===== config.mk =====
export PLATFORM = sky130hd
export DESIGN_NAME = clk_int_even_divider
export DESIGN_NICKNAME = d
export VERILOG_FILES = /design/src/rtl/clk_int_even_divider.sv
export SDC_FILE = /design/constraint.sdc
export NUM_CORES = 1
export LEC_CHECK = 0
export BUFFER_PORTS_ARGS = -buffer_cell sky130_fd_sc_hd__clkbuf_2
export CORE_MARGIN = 2
export CORE_UTILIZATION = 35
export DETAILED_ROUTE_END_ITERATION = 7
export GPL_TIMING_DRIVEN = 0
export PLACE_DENSITY_LB_ADDON = 0.15
export REMOVE_ABC_BUFFERS = 1
export SETUP_SLACK_MARGIN = 0.2
export SLEW_MARGIN = 40
export SYNTH_ARGS = -nofsm -noshare
export SYNTH_HDL_FRONTEND = slang
export SYNTH_HIERARCHICAL = 1
export SYNTH_SLANG_ARGS = --single-unit
export TNS_END_PERCENT = 1

===== constraint.sdc =====
create_clock -name clk_i -period 4.7 [get_ports clk_i]
set_input_delay 0.47 -clock clk_i [delete_from_list [all_inputs] [get_ports clk_i]]
set_output_delay 0.47 -clock clk_i [all_outputs]
set_load 0.03 [all_outputs]

===== src/rtl/clk_int_even_divider.sv =====
// Even, programmable 50%-duty clock divider with runt-free ratio reload at full-period boundaries.
// Optional CLK_INT_DIV_ZERO_GATE_EN: an accepted ratio of 0 gates clk_o low until a non-zero ratio arrives.
`timescale 1ns/1ps

module dffr #(
  parameter int unsigned WIDTH = 1
) (
  input  logic             clk,
  input  logic             rst_n,
  input  logic [WIDTH-1:0] d,
  output logic [WIDTH-1:0] q
);

  always_ff @(posedge clk) begin
    if (!rst_n) q <= '0;
    else        q <= d;
  end

endmodule

module clk_int_even_divider #(
  parameter int unsigned DIV_WIDTH = 32,
  parameter int unsigned DEF_DIV   = 4
) (
  input  logic                 clk_i,
  input  logic                 rst_n_i,
  input  logic [DIV_WIDTH-1:0] div_i,
  input  logic                 div_valid_i,
  output logic                 div_ready_o,
  output logic                 div_done_o,
  output logic                 clk_o
);

  localparam logic [DIV_WIDTH-1:0] DEF = DIV_WIDTH'(DEF_DIV);
  localparam logic [DIV_WIDTH-1:0] ONE = DIV_WIDTH'(1);
  localparam logic [DIV_WIDTH-1:0] TWO = DIV_WIDTH'(2);

  logic [DIV_WIDTH-1:0] active_enc_q, active_enc_d;
  logic [DIV_WIDTH-1:0] pend_q, pend_d;
  logic [DIV_WIDTH-1:0] count_q, count_d;
  logic                 pending_q, pending_d;
  logic                 div_clk_q, div_clk_d;
  logic                 done_q, done_d;

  logic [DIV_WIDTH-1:0] active, half, sane;
  logic                 transfer, wrap, gated;

  // The active ratio is stored XORed with DEF_DIV so the reset-to-zero flop reads back as DEF_DIV.
  assign active   = active_enc_q ^ DEF;
  assign half     = active >> 1;
  assign wrap     = (count_q == (half - ONE));
  assign transfer = div_valid_i && div_ready_o;

`ifdef CLK_INT_DIV_ZERO_GATE_EN
  assign gated = (active == '0);
`else
  assign gated = 1'b0;
`endif

  always_comb begin
    sane = div_i & ~ONE;
    if (sane == '0) sane = TWO;
`ifdef CLK_INT_DIV_ZERO_GATE_EN
    if (div_i == '0) sane = '0;
`endif
  end

  always_comb begin
    active_enc_d = active_enc_q;
    pend_d       = pend_q;
    pending_d    = pending_q;
    count_d      = count_q + ONE;
    div_clk_d    = div_clk_q;
    done_d       = 1'b0;

    if (gated) begin
      count_d   = '0;
      div_clk_d = 1'b0;
      // While gated there is no period boundary to wait for, so a new ratio takes effect at once.
      if (transfer) begin
        active_enc_d = sane ^ DEF;
        done_d       = 1'b1;
      end
    end else begin
      if (wrap) begin
        count_d   = '0;
        div_clk_d = ~div_clk_q;
        if (div_clk_q && pending_q) begin
          active_enc_d = pend_q ^ DEF;
          pending_d    = 1'b0;
          done_d       = 1'b1;
        end
      end
      if (transfer) begin
        pend_d    = sane;
        pending_d = 1'b1;
      end
    end
  end

  dffr #(.WIDTH(DIV_WIDTH)) u_active  (.clk(clk_i), .rst_n(rst_n_i), .d(active_enc_d), .q(active_enc_q));
  dffr #(.WIDTH(DIV_WIDTH)) u_pend    (.clk(clk_i), .rst_n(rst_n_i), .d(pend_d),       .q(pend_q));
  dffr #(.WIDTH(DIV_WIDTH)) u_count   (.clk(clk_i), .rst_n(rst_n_i), .d(count_d),      .q(count_q));
  dffr #(.WIDTH(1))         u_pending (.clk(clk_i), .rst_n(rst_n_i), .d(pending_d),    .q(pending_q));
  dffr #(.WIDTH(1))         u_div_clk (.clk(clk_i), .rst_n(rst_n_i), .d(div_clk_d),    .q(div_clk_q));
  dffr #(.WIDTH(1))         u_done    (.clk(clk_i), .rst_n(rst_n_i), .d(done_d),       .q(done_q));

  assign div_ready_o = ~pending_q;
  assign div_done_o  = done_q;
  assign clk_o       = div_clk_q;

endmodule


==> flow_summary.toml <==
[pwr]
p_leak_nw = 2.58
clock_power_share_pct = 35.6
power_switching_mw = 0.549
powerDensity_nw_per_um2 = 310
intPower_mw = 1.41
switching_share_pct = 28.1
seqPwrFrac_pct = 45.4
finalPower_mw = 1.96
pwr-share-comb_pct = 18.9
ir_worst_vdd_mv = 0.150

[setup_path]
rr_worst_depth = 12
rr_endpoint = "u_active/q[31]$_SDFF_PN0_"
cp-start-kind = "flop"
r2r_start = "u_active/q[1]$_SDFF_PN0_"
critPathKind = "flop to flop"
r2r_setup_slack_ns = 0.50
cp.arrival_ns = 4.45
worstPathMaxFanout = 19
required_ns = 4.95
end_kind = "flop"

[place]
placed_area_um2 = 6010
numPortBuffers = 36
dpl.hpwl_um = 9170
routabilityCongestion = 0.834

[sta]
max_freq_ghz = 0.238
min_period_over_period_pct = 89.4
rsz0062_at_grt = "false"
max-slew-margin-rel_pct = 53.5
slew_violations = 0
fin_skew_ns = 0.00738
tightest_slew_ns = 0.692
timing_hold_violations_final = 0
hold_ws_ns = 0.465
setup_violations = 0
period_needed_ns = 4.20

[clock_tree]
cts_tree = "yes"
clock_path_buffers = 2
cts.clk_slew.worst_paths_ns = 0.07
cts.sinks = 97
clockRootBuffer = "clkbuf_16"
cts_made_buffers = 9
htreeDepth = 3
clk_latency_ns = 0.35

[floorplanning]
io_pins = 38
start_util_pct = 35.6
core_um2 = 15800
fp.dieW_um = 131
die_area_um2 = 17100
die_h_um = 131
num_rows = 46

[worst_hold_path]
holdPathStages = 4
min_to = "u_pending/q$_SDFF_PN0_"
min_from = "div_valid_i"
worstHoldPathType = "input port to flop"

[route]
remaining_drc_errors = 0
wirelength_um = 12200
drt_iter0_drc = 137
postRouteAntennaNets = 0
wire_per_inst_um = 14.5
vias = 4090
dr.pass1.iters = 4
viasPerCell = 4.86

[final_layout]
antennaDiodeCount = 0
area_growth_pct = 11.9
finish.net_count = 657
final_util_pct = 39.8
fillerInstances = 1598
final_layout_size_suffix_gt1_share_pct = 34.6
final_area_um2 = 6300

[status]
status = "completed"

[global_route]
antenna_found_initial = 0
grt_overflow = 0
grt_pass1_wl_um = 20400
grt_usage_pct = 15.3
grt_pass1_vias = 4014
grt_max_degree = 60

[yosys]
syn-instance-count = 599
syn_avg_cell_area_um2 = 9.40
ys_warn_count = 6
syn-cell-area_um2 = 5630

[flow_run]
cap_violations = 0
-- worst max-delay path by stage --
stage | cells past startpoint | start | endpoint
CTS | 10 | u_active/q[4]$_SDFF_PN0_ | u_active/q[31]$_SDFF_PN0_
global route | 12 | u_active/q[1]$_SDFF_PN0_ | u_active/q[1]$_SDFF_PN0_
detailed placement | 10 | u_active/q[4]$_SDFF_PN0_ | u_active/q[31]$_SDFF_PN0_
finish | 12 | u_active/q[1]$_SDFF_PN0_ | u_active/q[31]$_SDFF_PN0_
floorplan | 9 | u_active/q[4]$_SDFF_PN0_ | u_active/q[1]$_SDFF_PN0_
global placement | 9 | u_active/q[4]$_SDFF_PN0_ | u_active/q[31]$_SDFF_PN0_
-- stage by stage --
| step | cells | setup TNS, ns | setup slack (ns) |
|---|---|---|---|
| finish | 841 | 0 | 0.499 |
| global route | 841 | 0 | 0.280 |
| CTS | 841 | 0 | 0.300 |
| detailed placement | 825 | 0 | 0.317 |
| global placement | 820 | -23.29 | -0.627 |
| floorplan | 568 | 0 | 0.523 |
-- cells in the final DEF, fill, tap and decap left out, drive strengths merged, types with 8 or more instances in the layout --
cell type and instances:
and2 99, clkbuf 47, dfxtp 97, inv 8, mux2 60, nand2 21, nand3 18, nand4 21
nor2 59, nor3 16, nor4 22, xnor2 32, xor2 39
-- routing by layer --
layer,vias up,track usage (%),wire length (um)
met1,1907,20.9,6300
met5,-,0,0
met3,11,3.09,338
met2,47,24.3,5430
li1,2125,-,-
met4,0,4.94,165
-- worst max-delay path: stages (launching register included) --
cell	delay (ns)
dfxtp_1	0.38
inv_1	0.08
ha_1	0.26
or3b_2	0.56
nor4_4	0.41
nand4_1	0.18
xnor2_1	0.17
nor4_1	0.45
o211ai_2	0.23
and4bb_4	0.59
buf_12	0.24
mux2_2	0.34
and2_2	0.18
-- power by group through the flow --
stage	Clock [mW]	Sequential (mW)	Combinational, mW
floorplan	0	0.900	0.230
detailed placement	0	0.908	0.374
global route	0.754	0.894	0.417
global placement	0	0.906	0.318
finish	0.697	0.888	0.370
CTS	0.725	0.888	0.377
-- cell type report --
cell class	instances	area, um^2	area share [%]
well taps	216	270	4.29
multi-input cells	465	3500	55.6
clock inverters	5	37.5	0.596
flip-flops and latches	97	1940	30.8
repair buffers	41	284	4.51
clock buffers	11	243	3.85
inverters	6	22.5	0.357
-- registers in the layout, indices dropped and copies added, names as in the netlist --
signal       cells
u_pending/q      1
u_active/q      31
u_count/q       32
u_done/q         1
u_pend/q        31
u_div_clk/q      1
-- timing repair --
item | 4_1_cts | 5_1_grt
hold buffers | 0 | 0
endpoints found under the setup margin | 0 | 7
resized for setup | 0 | 1
buffers inserted | 0 | 0
No activity file was read; power rests on OpenSTA's default activity.
